$ cat src/rtl/ifetch_byte16_if.sv
`default_nettype none
// ============================================================================
// Module   : ifetch_byte16_if
// Brief    : Byte-RAM read port plus decoder valid/ready and redirect bundle.
// Revision : 1.0
// ============================================================================
interface ifetch_byte16_if #(
  parameter int ADDR_W = 11
);
  logic [ADDR_W-1:0] ram_addr;
  logic [7:0]        ram_q;
  logic              redirect;
  logic [ADDR_W-1:0] redirect_pc;
  logic              instr_valid;
  logic [15:0]       instr;
  logic [ADDR_W-1:0] instr_pc;
  logic              instr_ready;

  modport master (
    output ram_addr,
    input  ram_q,
    input  redirect,
    input  redirect_pc,
    output instr_valid,
    output instr,
    output instr_pc,
    input  instr_ready
  );

  modport slave (
    input  ram_addr,
    output ram_q,
    output redirect,
    output redirect_pc,
    input  instr_valid,
    input  instr,
    input  instr_pc,
    output instr_ready
  );
endinterface
`default_nettype wire

$ cat src/rtl/ifetch_byte16.sv
`default_nettype none
// ============================================================================
// Module   : ifetch_byte16
// Brief    : Byte-serial instruction fetch into a 2-entry 16-bit word FIFO.
//            Optional IFETCH_PERF_EN adds a saturating stall counter port.
// Revision : 1.0
// ============================================================================
module ifetch_byte16 #(
  parameter int          ADDR_W   = 11,
  parameter int unsigned RESET_PC = 0
) (
  input  wire logic        clk,
  input  wire logic        rst_n,
  ifetch_byte16_if.master  bus
`ifdef IFETCH_PERF_EN
  ,
  output logic [15:0]      stall_cnt
`endif
);

  localparam logic [ADDR_W-1:0] C_RESET_PC = ADDR_W'(RESET_PC);

  logic [ADDR_W-1:0] r_faddr;
  logic              r_inflight;
  logic              r_inflight_hi;
  logic              r_have_lo;
  logic [7:0]        r_lo_byte;
  logic [ADDR_W-1:0] r_lo_pc;
  logic [1:0]        r_count;
  logic [15:0]       r_word0;
  logic [15:0]       r_word1;
  logic [ADDR_W-1:0] r_pc0;
  logic [ADDR_W-1:0] r_pc1;

  logic              w_pending;
  logic [2:0]        w_occupancy;
  logic              w_issue;
  logic              w_capture_lo;
  logic              w_push;
  logic              w_pop;
  logic [15:0]       w_new_word;

  // A word slot is reserved when its low byte issues, so the high byte never blocks.
  assign w_pending    = r_have_lo | (r_inflight & ~r_inflight_hi);
  assign w_occupancy  = {1'b0, r_count} + {2'b00, w_pending};
  assign w_issue      = ~bus.redirect & (r_faddr[0] | (w_occupancy < 3'd2));
  assign w_capture_lo = r_inflight & ~r_inflight_hi;
  assign w_push       = r_inflight & r_inflight_hi;
  assign w_pop        = (r_count != 2'd0) & bus.instr_ready;
  assign w_new_word   = {bus.ram_q, r_lo_byte};

  assign bus.ram_addr    = r_faddr;
  assign bus.instr_valid = (r_count != 2'd0);
  assign bus.instr       = r_word0;
  assign bus.instr_pc    = r_pc0;

  always_ff @(posedge clk or negedge rst_n) begin
    if (!rst_n) begin
      r_faddr       <= C_RESET_PC;
      r_inflight    <= 1'b0;
      r_inflight_hi <= 1'b0;
      r_have_lo     <= 1'b0;
      r_lo_byte     <= 8'h00;
      r_lo_pc       <= '0;
    end else if (bus.redirect) begin
      r_faddr    <= {bus.redirect_pc[ADDR_W-1:1], 1'b0};
      r_inflight <= 1'b0;
      r_have_lo  <= 1'b0;
    end else begin
      r_inflight <= w_issue;
      if (w_issue) begin
        r_faddr       <= r_faddr + 1'b1;
        r_inflight_hi <= r_faddr[0];
      end
      // The high byte issues on the same edge, so faddr still points at lo+1 here.
      if (w_capture_lo) begin
        r_lo_byte <= bus.ram_q;
        r_lo_pc   <= {r_faddr[ADDR_W-1:1], 1'b0};
        r_have_lo <= 1'b1;
      end else if (w_push) begin
        r_have_lo <= 1'b0;
      end
    end
  end

  always_ff @(posedge clk or negedge rst_n) begin
    if (!rst_n) begin
      r_count <= 2'd0;
      r_word0 <= 16'h0000;
      r_word1 <= 16'h0000;
      r_pc0   <= '0;
      r_pc1   <= '0;
    end else if (bus.redirect) begin
      r_count <= 2'd0;
    end else begin
      case ({w_push, w_pop})
        2'b11: begin
          if (r_count == 2'd2) begin
            r_word0 <= r_word1;
            r_pc0   <= r_pc1;
            r_word1 <= w_new_word;
            r_pc1   <= r_lo_pc;
          end else begin
            r_word0 <= w_new_word;
            r_pc0   <= r_lo_pc;
          end
        end
        2'b10: begin
          r_count <= r_count + 2'd1;
          if (r_count == 2'd0) begin
            r_word0 <= w_new_word;
            r_pc0   <= r_lo_pc;
          end else begin
            r_word1 <= w_new_word;
            r_pc1   <= r_lo_pc;
          end
        end
        2'b01: begin
          r_count <= r_count - 2'd1;
          r_word0 <= r_word1;
          r_pc0   <= r_pc1;
        end
        default: ;
      endcase
    end
  end

`ifdef IFETCH_PERF_EN
  logic [15:0] r_stall_cnt;

  always_ff @(posedge clk or negedge rst_n) begin
    if (!rst_n) begin
      r_stall_cnt <= 16'h0000;
    end else if (!bus.instr_valid && !bus.redirect && (r_stall_cnt != 16'hFFFF)) begin
      r_stall_cnt <= r_stall_cnt + 16'd1;
    end
  end

  assign stall_cnt = r_stall_cnt;
`endif

endmodule
`default_nettype wire
$ cat src/flat_wrapper.sv
// flat-port wrapper written by rule: the top's interface ports become plain ports
module ifetch_byte16_flat 
#(
  parameter int          ADDR_W   = 11,
  parameter int unsigned RESET_PC = 0
)
  (clk, rst_n, bus_ram_addr, bus_ram_q, bus_redirect, bus_redirect_pc, bus_instr_valid, bus_instr, bus_instr_pc, bus_instr_ready);
  ifetch_byte16_if #(.ADDR_W(ADDR_W)) bus_i ();
  input  wire logic clk;
  input  wire logic rst_n;
  output wire logic [$bits(bus_i.ram_addr)-1:0] bus_ram_addr;
  input wire logic [$bits(bus_i.ram_q)-1:0] bus_ram_q;
  input wire logic [$bits(bus_i.redirect)-1:0] bus_redirect;
  input wire logic [$bits(bus_i.redirect_pc)-1:0] bus_redirect_pc;
  output wire logic [$bits(bus_i.instr_valid)-1:0] bus_instr_valid;
  output wire logic [$bits(bus_i.instr)-1:0] bus_instr;
  output wire logic [$bits(bus_i.instr_pc)-1:0] bus_instr_pc;
  input wire logic [$bits(bus_i.instr_ready)-1:0] bus_instr_ready;
  assign bus_ram_addr = bus_i.ram_addr;
  assign bus_i.ram_q = bus_ram_q;
  assign bus_i.redirect = bus_redirect;
  assign bus_i.redirect_pc = bus_redirect_pc;
  assign bus_instr_valid = bus_i.instr_valid;
  assign bus_instr = bus_i.instr;
  assign bus_instr_pc = bus_i.instr_pc;
  assign bus_i.instr_ready = bus_instr_ready;
  ifetch_byte16 #(.ADDR_W(ADDR_W), .RESET_PC(RESET_PC)) u_core (.clk(clk), .rst_n(rst_n), .bus(bus_i));
endmodule
$ cat config.mk
export PLATFORM = sky130hd
export DESIGN_NAME = ifetch_byte16_flat
export DESIGN_NICKNAME = d
export VERILOG_FILES = /design/src/rtl/ifetch_byte16_if.sv /design/src/rtl/ifetch_byte16.sv /design/src/flat_wrapper.sv
export SDC_FILE = /design/constraint.sdc
export NUM_CORES = 1
export LEC_CHECK = 0
export CAP_MARGIN = 20
export CORE_AREA = 2 2 98 100
export CTS_CLUSTER_DIAMETER = 30
export DETAILED_ROUTE_END_ITERATION = 12
export DIE_AREA = 0 0 100 102
export GPL_TIMING_DRIVEN = 0
export PLACE_DENSITY = 0.85
export SLEW_MARGIN = 0
export SYNTH_ARGS = -nofsm -noshare
export SYNTH_HDL_FRONTEND = slang
export SYNTH_SLANG_ARGS = --single-unit
$ cat constraint.sdc
create_clock -name clk -period 2 [get_ports clk]
set_clock_uncertainty 0.15 [all_clocks]
set_input_delay 0.4 -clock clk [delete_from_list [all_inputs] [get_ports clk]]
set_output_delay 0.4 -clock clk [all_outputs]
set_load 0.05 [all_outputs]
==> results.txt <==
Final nets: 474
Post-Synthesis Cells: 349
Mapped Area: 4350 um^2
Clock Sinks: 86
max incr delay on CP: 0.43 ns
Antenna Nets Post-Route: 0
most common cell after layout, fill and taps aside: dfrtp_1
DRT Pass-1 Iters: 5
Hold WS: 0.326 ns
failing checks: setup timing
met3 Track Usage GR: 3.49%
Final Cycle Share: 106%
Hold Path Sink: u_core.bus.instr[6]
initial antenna violation count: 0
max-cap violation count: 0
routing usage on met1: 32.2%
dominant synthesized flop cell: dfrtp_1
H-tree depth: 3
Top Usage Layer GRT: met2
FF+latch count, synth: 86
vias in the first global route: 3475
FF-to-FF Start: u_core.r_count[0]
RSZ-0062 raised after global routing: yes
via count: 3609
ANT cells: 0
Fin. Hold Viols: 0
TritonCTS buffer count: 9
dpl hpwl: 7.12 mm
clock slew at reported path FFs: 0.09 ns
Top-Level Pins: 62
worst r2r path cells: 9
core box area: 9110 um^2
hold depth: 1
met2 usage: 41.9%
max_slew headroom: 64.0%
Placer Congestion: 0.807
Port-buffer cells: 58
CP cell instances: o21a_4 -> inv_4 -> ha_4 -> a21oi_4 -> o211ai_4 -> buf_6 -> buf_12 -> buf_12 -> mux2_4
power density over cell area: 1740 nW/um^2
crit path DAT: 2.23 ns
Pleak: 2.81 nW
placed insts: 519
die area: 10200 um^2
Die Y: 102 um
Tmin final: 2.13 ns
CTS max path bufs: 2
R2R setup slack: -0.13 ns
total gr overflow: 0
Worst Max-Slew Pin Slew: 0.542 ns
number of synthesized flops with an enable pin: 0
Max FO, Critical Path: 5
Hold Crit Class: flop to flop
DR WL/cell: 24.6 um
Warnings, synthesis: 0
layout cells sized above 1: 39.0%
most used cell, CP: buf_12
Layout area overhead: 42.1%
Distinct cells, synth: 46
worst vdd ir: 0.931 mV
syn_nets: 377
largest net degree at the start of global routing: 53
outcome: finished with violations
# setup viols final: 41
average size of a mapped cell: 12.5 um^2
Worst Path Required: 2.11 ns
worst setup path category: flop to flop
slowest stage cell, crit path: dfrtp_2
element type at the critical path end: flop
Layout Cells excl Fill: 560
Final WS setup: -0.127 ns
TritonCTS clock tree: built
Reg2Reg Capture Point: u_core.r_pc1[1]
Overall Global Routing Usage: 24.7%
DRT Wirelength: 13.8 mm
Seq/Total Area, Yosys: 49.5%
Clock Root Buffer: clkbuf_8
CP startpoint kind: flop
Residual DRC: 0
Die Wd: 100 um
Starting Density: 47.7%
Max Freq: 470 MHz
post-synthesis async set-or-reset flop share: 100%
Worst-Skew Late Latency: 0.38 ns
first-pass GRT wire length: 19.3 mm
Fillers: 603
Slew Limit Fails: 0
hold_sp: u_core.bus.instr[6]
commonest cells after routing, fill and taps aside: dfrtp_1, dlygate4sd2_1, mux2_2
Via density: 6.44
row cnt: 35
1st-iter DRT viols: 193
-- cells in the mapped netlist (2+ instances only) --
| cell type | number | share of area [%] |
|---|---|---|
| buf_2 | 4 | 0.46 |
| nand3b_1 | 2 | 0.35 |
| or4_1 | 3 | 0.52 |
| ha_1 | 5 | 1.4 |
| buf_12 | 2 | 0.92 |
| o211ai_1 | 3 | 0.52 |
| nand2b_1 | 3 | 0.43 |
| a21o_1 | 25 | 4.3 |
| a221oi_1 | 25 | 5.0 |
| inv_1 | 5 | 0.43 |
| a211o_1 | 2 | 0.40 |
| buf_8 | 2 | 0.69 |
| dfrtp_1 | 86 | 50 |
| clkbuf_1 | 14 | 1.2 |
| mux2i_1 | 26 | 6.0 |
| o21ai_0 | 7 | 0.81 |
| xor2_1 | 2 | 0.40 |
| a21oi_1 | 3 | 0.35 |
| xnor2_1 | 4 | 0.81 |
| mux2_4 | 20 | 6.9 |
| nand3_1 | 9 | 1.0 |
| nor2_1 | 7 | 0.60 |
| buf_4 | 2 | 0.35 |
| a211oi_1 | 25 | 4.3 |
| nor3_1 | 3 | 0.35 |
| nand2_1 | 14 | 1.2 |
| mux2_2 | 26 | 6.7 |
| and3_1 | 2 | 0.29 |
-- cell type report --
type | count | area (um^2) | area share, %
repair buffers | 88 | 875 | 14.2
plain buffers | 24 | 283 | 4.58
clock buffers | 10 | 138 | 2.23
well taps | 111 | 139 | 2.25
inverters | 7 | 31.3 | 0.506
multi-input cells | 230 | 2480 | 40.2
flip-flops and latches | 86 | 2160 | 34.9
clock inverters | 4 | 72.6 | 1.18
-- flip-flops by register name, indices dropped and copies added, names as in the netlist --
signal and flops:
u_core.bus.ram_addr 11, u_core.bus.instr 16, u_core.r_have_lo 1, u_core.bus.instr_pc 10, u_core.r_lo_byte 8, u_core.r_inflight 1
u_core.r_count 2, u_core.r_lo_pc 10, u_core.r_inflight_hi 1, u_core.r_word1 16, u_core.r_pc1 10
-- cells by family after synthesis --
group,Yosys count,synth area share [%]
compound gates,97,17.6
xor+xnor,6,1.21
fa+ha+maj,5,1.44
buf+inv,33,4.58
flops,86,49.5
mux,72,19.6
other cells,1,0.0863
simple gates,49,5.90
-- critical path, delay by kind of cell, from the launching register on --
family	cells	cell delay, ns
compound gates	3	0.51
fa+ha+maj	1	0.15
buf+inv	4	0.47
flops	1	0.43
mux	1	0.30
-- per-layer routing --
metal / share of wire [%] / wire length (um) / vias up
met1: 40 / 5550 / 1863
met4: 3.1 / 431 / 0
li1: - / - / 1524
met5: 0 / 0 / -
met3: 5.8 / 804 / 40
met2: 51 / 6990 / 182
-- metrics by stage --
| stage | setup WS [ns] | cell area [um^2] | total power [mW] | utilization (%) | TNS, ns |
|---|---|---|---|---|---|
| after CTS | -0.0497 | 5810 | 9.63 | 63.8 | -0.475 |
| after global placement | -2.86 | 5080 | 7.41 | 55.7 | -251.37 |
| final | -0.127 | 6180 | 10.7 | 67.8 | -2.94 |
| after floorplan | -0.0388 | 4360 | 6.30 | - | -0.777 |
| after global routing | -0.165 | 6180 | 11.1 | 67.8 | -4.89 |
| after detailed placement | -0.875 | 5100 | 7.63 | 56.0 | -33.80 |
-- worst max path at each step --
stage                            from                      to  slack, ns  cells past startpoint
floorplan           u_core.r_count[1]         u_core.r_pc1[1]      -0.04                      7
global placement                rst_n  u_core.bus.ram_addr[0]      -2.86                      1
detailed placement    bus_instr_ready    u_core.bus.instr[15]      -0.87                      8
CTS                 u_core.r_count[0]      u_core.r_word1[14]      -0.05                      9
global route        u_core.r_count[1]     u_core.bus.instr[5]      -0.16                      7
finish              u_core.r_count[0]         u_core.r_pc1[1]      -0.13                      9
-- repair_timing --
| action | 4_1_cts | 5_1_grt |
|---|---|---|
| resized for setup | 107 | 59 |
| cloned | 3 | 1 |
| hold endpoints to repair | 34 | 0 |
| buffers inserted | 17 | 7 |
| hold buffers | 1 | 0 |
| setup endpoints to repair | 102 | 55 |
| pin swaps | 8 | 12 |
-- power by group --
| group | internal [mW] | total [mW] | leakage, nW | switching [mW] |
|---|---|---|---|---|
| Combinational | 2.60 | 5.96 | 1.65 | 3.36 |
| Clock | 0.722 | 1.37 | 0.104 | 0.650 |
| Sequential | 2.49 | 3.41 | 1.05 | 0.916 |
Note: power is estimated with default switching activity, not from simulation.
==> edit (same settings) <==
`ADDR_W` is set to 11 in 3 places; all go to 12.
--- a/src/rtl/ifetch_byte16_if.sv
+++ b/src/rtl/ifetch_byte16_if.sv
@@ -5,7 +5,7 @@
 // Revision : 1.0
 // ============================================================================
 interface ifetch_byte16_if #(
-  parameter int ADDR_W = 11
+  parameter int ADDR_W = 12
 );
   logic [ADDR_W-1:0] ram_addr;
   logic [7:0]        ram_q;
--- a/src/rtl/ifetch_byte16.sv
+++ b/src/rtl/ifetch_byte16.sv
@@ -6,7 +6,7 @@
 // Revision : 1.0
 // ============================================================================
 module ifetch_byte16 #(
-  parameter int          ADDR_W   = 11,
+  parameter int          ADDR_W   = 12,
   parameter int unsigned RESET_PC = 0
 ) (
   input  wire logic        clk,
--- a/src/flat_wrapper.sv
+++ b/src/flat_wrapper.sv
@@ -1,7 +1,7 @@
 // flat-port wrapper written by rule: the top's interface ports become plain ports
 module ifetch_byte16_flat 
 #(
-  parameter int          ADDR_W   = 11,
+  parameter int          ADDR_W   = 12,
   parameter int unsigned RESET_PC = 0
 )
   (clk, rst_n, bus_ram_addr, bus_ram_q, bus_redirect, bus_redirect_pc, bus_instr_valid, bus_instr, bus_instr_pc, bus_instr_ready);
Interface: changed (resized bus_instr_pc, bus_ram_addr and bus_redirect_pc); port bits go from 62 to 65. The function was not compared with the original's and may differ.
==> edit against the original RTL <==
The run still ends with setup timing left. Sequential cell count rose by 4. Setup slack got worse by 0.089 ns. Total power rose by 11%. Area after synthesis rose by 4.3%. Wire length rose by 5.8%. Final area rose by 6.4%. Critical endpoint is now u_core.bus.instr[11]. Synthesized cell count rose by 3.4%.
==> edit: results (changes against the original RTL) <==
status=complete, but fails checks; failing checks=setup timing; Hold Crit Class=input port to flop; worst r2r src=u_core.r_count[1]; maximum net fanout on the critical path=6 (+1); Detail Placement HPWL=7.12 mm (about the same); metal3 WL=899 um (+12%); worst slack, placed=-0.772 ns (+0.102 ns); IO Port Bufs=61 (+5.2%); Fin Setup TNS=-6.52 ns (-3.58 ns); Worst Path Arrival=2.33 ns (+0.10 ns); Setup violations, final=53 (+29%); layout cells sized above 1=0.452 (+0.0621); largest net degree at the start of global routing=49 (-7.5%); Netlist cell types=45 (-2.2%); fin nets=491 (+3.6%); syn nets=390 (+3.4%); DRT iter0 DRCs=227 (+18%); R2R Path End=u_core.bus.instr[11]; met2 wire length=7.20 mm (+2.9%); vias in the first global route=3972 (+14%); largest cells by area after synthesis=dfrtp_1, mux2_2, mux2_4, mux2i_1, a221oi_1; Post-synth top cells=dfrtp_1, mux2_2, a21oi_1, mux2i_1, a221oi_1; met1 WL=5.83 mm (+5.1%); Static Leak=2.83 nW (+0.97%); sequential-to-total area share from yosys stat=0.497 (+0.00185); wire per inst=25.2 um (+2.5%); setup slack after layout=-0.216 ns (-0.0892 ns); Peak VDD IR=0.878 mV (-5.7%); r2r worst-path depth=8 (-1); first-pass GRT wire length=22.3 mm (+15%); relative slew slack=0.612 (-0.0275); worst skew pair latency=0.37 ns; placed cell areas=5420 sq um (+6.2%); GRT Overall Usage=0.290 (+0.0427); via count=3655 (+1.3%); gpl congestion=0.820 (+1.7%)
-- edit: changes by cell type in the layout (fill, tap and decap cells not counted), sizes merged, moves of 3 or more --
| cell | change |
|---|---|
| a21o | -25 |
| nor2 | +5 |
| a211oi | -25 |
| a31oi | +3 |
| clkbuf | +4 |
| dfrtp | +4 |
| mux2 | +28 |
| or3 | +3 |
| a21oi | +25 |
-- edit: cell families (layout without fill, tap and decap cells) --
| family | count (synthesis) | after routing | share of synthesized area |
|---|---|---|---|
| muxes | 102 | 102 | 0.262 |
| DFF | 90 | 90 | 0.497 |
| AOI/OAI and AO/OA | 75 | 75 | 0.115 |
| and+or+nand+nor | 49 | 49 | 0.0580 |
| buffers and inverters | 33 | 139 | 0.0411 |
| xor gates and xnor gates | 6 | 6 | 0.0116 |
| adders and majority gates | 5 | 5 | 0.0138 |
| other | 1 | 1 | 0.000828 |
-- edit: per-stage QoR --
step	std cells	hold WS (ns)
floorplan	361	-0.0456
global placement	533	0.320
detailed placement	534	0.278
CTS	572	0.336
global route	578	0.336
finish	578	0.339
-- edit: worst min-delay path by stage --
stage	startpoint	end	slack, ns	depth (start not counted)
after floorplan	rst_n	u_core.bus.instr[0]	-0.05	0
after global placement	u_core.bus.instr_pc[3]	u_core.bus.instr_pc[3]	0.32	1
after detailed placement	rst_n	u_core.bus.ram_addr[3]	0.28	1
after CTS	bus_redirect	u_core.bus.ram_addr[4]	0.34	3
after global routing	bus_redirect	u_core.bus.ram_addr[4]	0.34	3
final	bus_redirect	u_core.bus.ram_addr[4]	0.34	3
-- edit: cell type report --
| type | count | area [sq um] |
|---|---|---|
| fillers | 542 | 2540 |
| multi-input cells | 238 | 2660 |
| repair buffers | 90 | 917 |
| clock inverters | 6 | 114 |
| plain buffers | 24 | 304 |
| clock buffers | 10 | 138 |
| inverters | 9 | 43.8 |
| flip-flops and latches | 90 | 2260 |
| well taps | 111 | 139 |
-- edit: worst min-delay path, stage by stage --
cell	delay, ns
buf_2	0.19
or4_2	0.16
nand3_1	0.08
-- edit: power by group --
| group | internal (mW) | switching, mW |
|---|---|---|
| registers | 2.64 | 0.969 |
| clock network | 0.866 | 0.707 |
| logic | 3.06 | 3.66 |
| total | 6.56 | 5.34 |
-- edit: what timing repair did --
item                       CTS  global route
gates resized for setup    139            42
setup buffers               15             6
cloned                       6             0
hold endpoints to repair    42             0
setup endpoints to repair  106            60
hold buffers                 1             0
pin swaps                   24             9
-- edit: per-layer routing --
metal / track usage / vias to the layer above
li1: - / 1558
met1: 0.361 / 1835
met2: 0.478 / 204
met3: 0.0520 / 58
met4: 0.174 / 0
met5: 0 / -
